`src/rtl/sync_filter.sv`:
```
// sync_filter: multi-channel input synchronizer with glitch filter
// and one-cycle rise/fall pulses on the filtered level.
module sync_filter #(
  parameter int               WIDTH      = 8,
  parameter int               STAGES     = 2,
  parameter logic [WIDTH-1:0] RST_VAL    = {WIDTH{1'b0}},
  parameter int               FILTER_LEN = 4
) (
  input  logic             clk,
  input  logic             rst,
  input  logic [WIDTH-1:0] async_in,
  input  logic             filt_en,
  output logic [WIDTH-1:0] sync_out,
  output logic [WIDTH-1:0] filt_out,
  output logic [WIDTH-1:0] rise,
  output logic [WIDTH-1:0] fall
);

  localparam int CW = $clog2(FILTER_LEN + 1);
  localparam logic [CW-1:0] LAST = CW'(FILTER_LEN - 1);

  logic [WIDTH-1:0] chain [STAGES];
  logic [WIDTH-1:0] filt_d;
  logic [WIDTH-1:0] filt_nxt;
  logic [WIDTH-1:0] diff;
  logic [CW-1:0]    cnt     [WIDTH];
  logic [CW-1:0]    cnt_nxt [WIDTH];

  // Only stage 0 touches async_in; no logic between stages.
  always_ff @(posedge clk or posedge rst) begin
    if (rst) begin
      for (int s = 0; s < STAGES; s++)
        chain[s] <= RST_VAL;
    end else begin
      chain[0] <= async_in;
      for (int s = 1; s < STAGES; s++)
        chain[s] <= chain[s-1];
    end
  end

  assign sync_out = chain[STAGES-1];
  assign diff     = sync_out ^ filt_out;

  always_comb begin
    filt_nxt = filt_out;
    for (int c = 0; c < WIDTH; c++) begin
      cnt_nxt[c] = cnt[c];
      unique case (1'b1)
        !filt_en: begin
          filt_nxt[c] = sync_out[c];
          cnt_nxt[c]  = '0;
        end
        filt_en && !diff[c]: begin
          cnt_nxt[c] = '0;
        end
        filt_en && diff[c] && (cnt[c] == LAST): begin
          filt_nxt[c] = sync_out[c];
          cnt_nxt[c]  = '0;
        end
        default: begin
          cnt_nxt[c] = cnt[c] + CW'(1);
        end
      endcase
    end
  end

  always_ff @(posedge clk or posedge rst) begin
    if (rst) begin
      filt_out <= RST_VAL;
      filt_d   <= RST_VAL;
      for (int c = 0; c < WIDTH; c++)
        cnt[c] <= '0;
    end else begin
      filt_out <= filt_nxt;
      filt_d   <= filt_out;
      for (int c = 0; c < WIDTH; c++)
        cnt[c] <= cnt_nxt[c];
    end
  end

  assign rise = filt_out & ~filt_d;
  assign fall = ~filt_out & filt_d;

endmodule

```
`config.mk`:
```
export PLATFORM = sky130hd
export DESIGN_NAME = sync_filter
export DESIGN_NICKNAME = d
export VERILOG_FILES = /design/src/rtl/sync_filter.sv
export SDC_FILE = /design/constraint.sdc
export NUM_CORES = 1
export LEC_CHECK = 0
export BUFFER_PORTS_ARGS = -buffer_cell sky130_fd_sc_hd__buf_2
export CORE_MARGIN = 3
export CORE_UTILIZATION = 45
export CTS_BUF_LIST = sky130_fd_sc_hd__clkbuf_16
export CTS_CLUSTER_DIAMETER = 200
export CTS_CLUSTER_SIZE = 10
export DETAILED_ROUTE_END_ITERATION = 8
export PLACE_DENSITY_LB_ADDON = 0.1
export SYNTH_ARGS = -nofsm -noshare
export SYNTH_HDL_FRONTEND = slang
export SYNTH_SLANG_ARGS = --single-unit
```
`constraint.sdc`:
```
create_clock -name clk -period 2.15 [get_ports clk]
set_clock_uncertainty 0.05 [all_clocks]
set_input_delay 0.1075 -clock clk [delete_from_list [all_inputs] [get_ports clk]]
set_output_delay 0.1075 -clock clk [all_outputs]
set_load 0.02 [all_outputs]
```
==> metrics.md <==
| Metric | Value |
|---|---|
| Outcome | complete, no violations |
| Min-delay worst type | input pin to register |
| Sw Share | around a quarter |
| FMAX | 0.694 GHz |
| Post-Route WL | between 3000 and 4000 µm |
| Cell count after synthesis | around 150 |
| PortBufs | 42 |
| CTS tree | yes |
| DR DRC count | 0 |
| Crit-path max FO | 4 |
| GRT overflow | 0 |
| Sequential power share | 53.0% |
| Area after DPL | roughly 2400 µm² |
| Placed cells | 254 |
| R2R depth | 4 |
| Number of max-cap violations | 0 |
| Pwr Density | 843 nW/µm² |
| Number of H-tree levels | 2 |
| Final design utilization | 58.6% |
| Final hold vios | 0 |
| DP Wirelength | between 2000 and 2500 µm |
| Post-CTS Setup Bufs | 0 |
| Post-Syn Area per Cell | 14.4 µm² |
| Storage element area | 1400 µm² |
| Fin worst setup slack | 709 ps |
| Cell Chain, Critical Path | ha_1 -> ha_1 -> nand2b_2 -> mux2_4 |
| First-pass GRT wire length | ~5500 µm |
| Routed vias/inst | approximately 4.6 |
| Combinational share of power | between 10% and 20% |
| Worst Tran Pin Value | just under 600 ps |
| Layout cells sized above 1 | around 33% |
| Nets@finish | 232 |
| FILL cells | between 300 and 400 |
| CP arrival | 1560 ps |
| Clock Path Buffers | 2 |
| Die height | 75.9 µm |
| Multi-input gate area | 701 µm² |
| Setup WS pre-CTS | approximately 700 ps |
| Antenna-violating nets left | 0 |
| Drt pass-1 iters | 3 |
| # IOs | 43 |
| Design Area, Final | ~2700 µm² |
| Register area share after synthesis | between 60% and 70% |
| Synth Cell Area | roughly 2200 µm² |
| Starting DRT DRC Count | 51 |
| Largest net degree at the start of global routing | 30 |
| Routed vias | ~1.2k |
| VDD IR max | 0.364 mV |
| Number of cells on the worst hold path | 3 |
| Initial antenna violation count | 0 |
| Final Cycle Share | around two thirds |
| FF+latch count, synth | 56 |
| CP Launch Type | register |
| Gp weighted congestion | approximately 0.74 |
| Setup tns final | 0 ps |
| Wirelength per Cell | 12.3 µm |
| Cts bufs inserted | 5 |
| Most common cell after layout, fill and taps aside | dfrtp_1 |
| Synth cell types | 10 |
| Core outline area | 4530 µm² |
| Commonest non-fill, non-tap cells in the layout | dfrtp_1, buf_2, nor3_1, nor2b_1, ha_1 |
| Syn nets | 180 |
| Synth-to-layout area growth | 21.0% |
| Die area | between 5000 and 6000 µm² |
| Clock share of power | roughly 33% |
| Tot GR Track Use | 13.2% |
| Final Non-Filler Cells | 268 |
| Worst Setup Path Type | register to register |
| Slew Viols, Final | 0 |
| Clock Latency Late Sink | between 200 and 300 ps |
| RSZ-0062 raised after global routing | false |
| CP Data Required Time | between 2000 and 2500 ps |
| Clk sinks | 56 |
| NetSw | 0.000555 W |
| Critical Path Max Stage Delay | between 300 and 400 ps |
| CTS root buf | clkbuf_16 |
| Min cycle time layout | around 1400 ps |
| Pleak | roughly 1.3 nW |
| Initial core utilization | approximately 48% |
| Clock transition at the registers of the reported paths | approximately 60 ps |
| CP max stage cell | dfrtp_1 |
| Crit. End Element | register |
| Die X | 75.9 µm |
| Crit path top cell by count | ha_1 |
| Diode count | 0 |
| Number of global-route vias before repair | roughly 1.2k |
| Relative slew slack | approximately three fifths |
| Pint | between 0.0015 and 0.002 W |
| Synth warn | 0 |
| Final setup violating endpoints | 0 |
| Row count | 24 |
routing by layer:
layer	up-vias	share of wire, %	GRT usage [%]
li1	601	-	-
met5	-	0	0
met4	0	1.2	5.83
met2	28	50	22.1
met3	5	5.2	4.35
met1	609	43	15.5
final timing paths:
path | from | endpoint | slack, ps
worst min register to register | chain[13]$_DFF_PP0_ | sync_out[5]$_DFF_PP0_ | 300
min in group asynchronous | rst | cnt[14]$_DFF_PP0_ | 380
max in group asynchronous | rst | cnt[4]$_DFF_PP0_ | 1050
worst min-delay path | filt_en | cnt[14]$_DFF_PP0_ | 200
worst max register to register | cnt[21]$_DFF_PP0_ | filt_out[0]$_DFFE_PP0P_ | 710
worst max-delay path | cnt[21]$_DFF_PP0_ | filt_out[0]$_DFFE_PP0P_ | 710
state kept, by name, summed over array words and instances (netlist names):
signal	cells
sync_out	8
chain	8
cnt	24
filt_out	8
filt_d	8
synthesized netlist by cell type:
master    instances  area (µm²)
nor3b_1           8        60.1
buf_4             8        60.1
nor3_1           16        80.1
nand2b_2          8        70.1
mux2_4            8         120
dfrtp_1          56        1400
ha_1             16         200
inv_1             9        33.8
nor2b_1          16         100
xnor2_1           8        70.1
metrics by stage:
step	power, W	hold slack (ps)
after floorplan	0.00142	88.9
after global placement	0.00151	147
after detailed placement	0.00152	165
after CTS	0.00228	205
after global routing	0.00236	222
final	0.00224	197
cell families (layout without fill, tap and decap cells):
| kind of cell | Yosys count | after routing | synth area share (%) |
|---|---|---|---|
| fa+ha+maj | 16 | 16 | 9.12 |
| flops | 56 | 56 | 63.8 |
| mux | 8 | 8 | 5.47 |
| xor+xnor | 8 | 8 | 3.19 |
| buf+inv | 17 | 67 | 4.27 |
| simple gates | 48 | 48 | 14.1 |
final cells by class:
type                       count  share of cell area, %
sequential                    56                   52.7
multi-input combinational     80                   26.4
timing repair buffer          53                   11.9
clock buffer                   5                   4.71
tap                           65                   3.06
inverter                       9                   1.27
worst max-delay path: cells and delay by family (launching register included):
| family | cells | cell delay (ps) |
|---|---|---|
| muxes | 1 | 310 |
| adders and majority gates | 2 | 380 |
| and+or+nand+nor | 1 | 210 |
| DFF | 1 | 380 |
power by group through the flow:
stage	Sequential (W)	Combinational [W]	Clock [W]
6_report	0.00119	0.000322	0.000731
5_1_grt	0.00120	0.000359	0.000803
4_1_cts	0.00119	0.000330	0.000759
3_5_place_dp	0.00121	0.000316	0
3_3_place_gp	0.00120	0.000306	0
2_1_floorplan	0.00122	0.000209	0
repair_timing:
item                                   CTS  global route
gates resized for setup                  0             0
hold buffers                             9             0
endpoints found under the hold margin   35             0
Note: power is estimated with default switching activity, not from simulation.
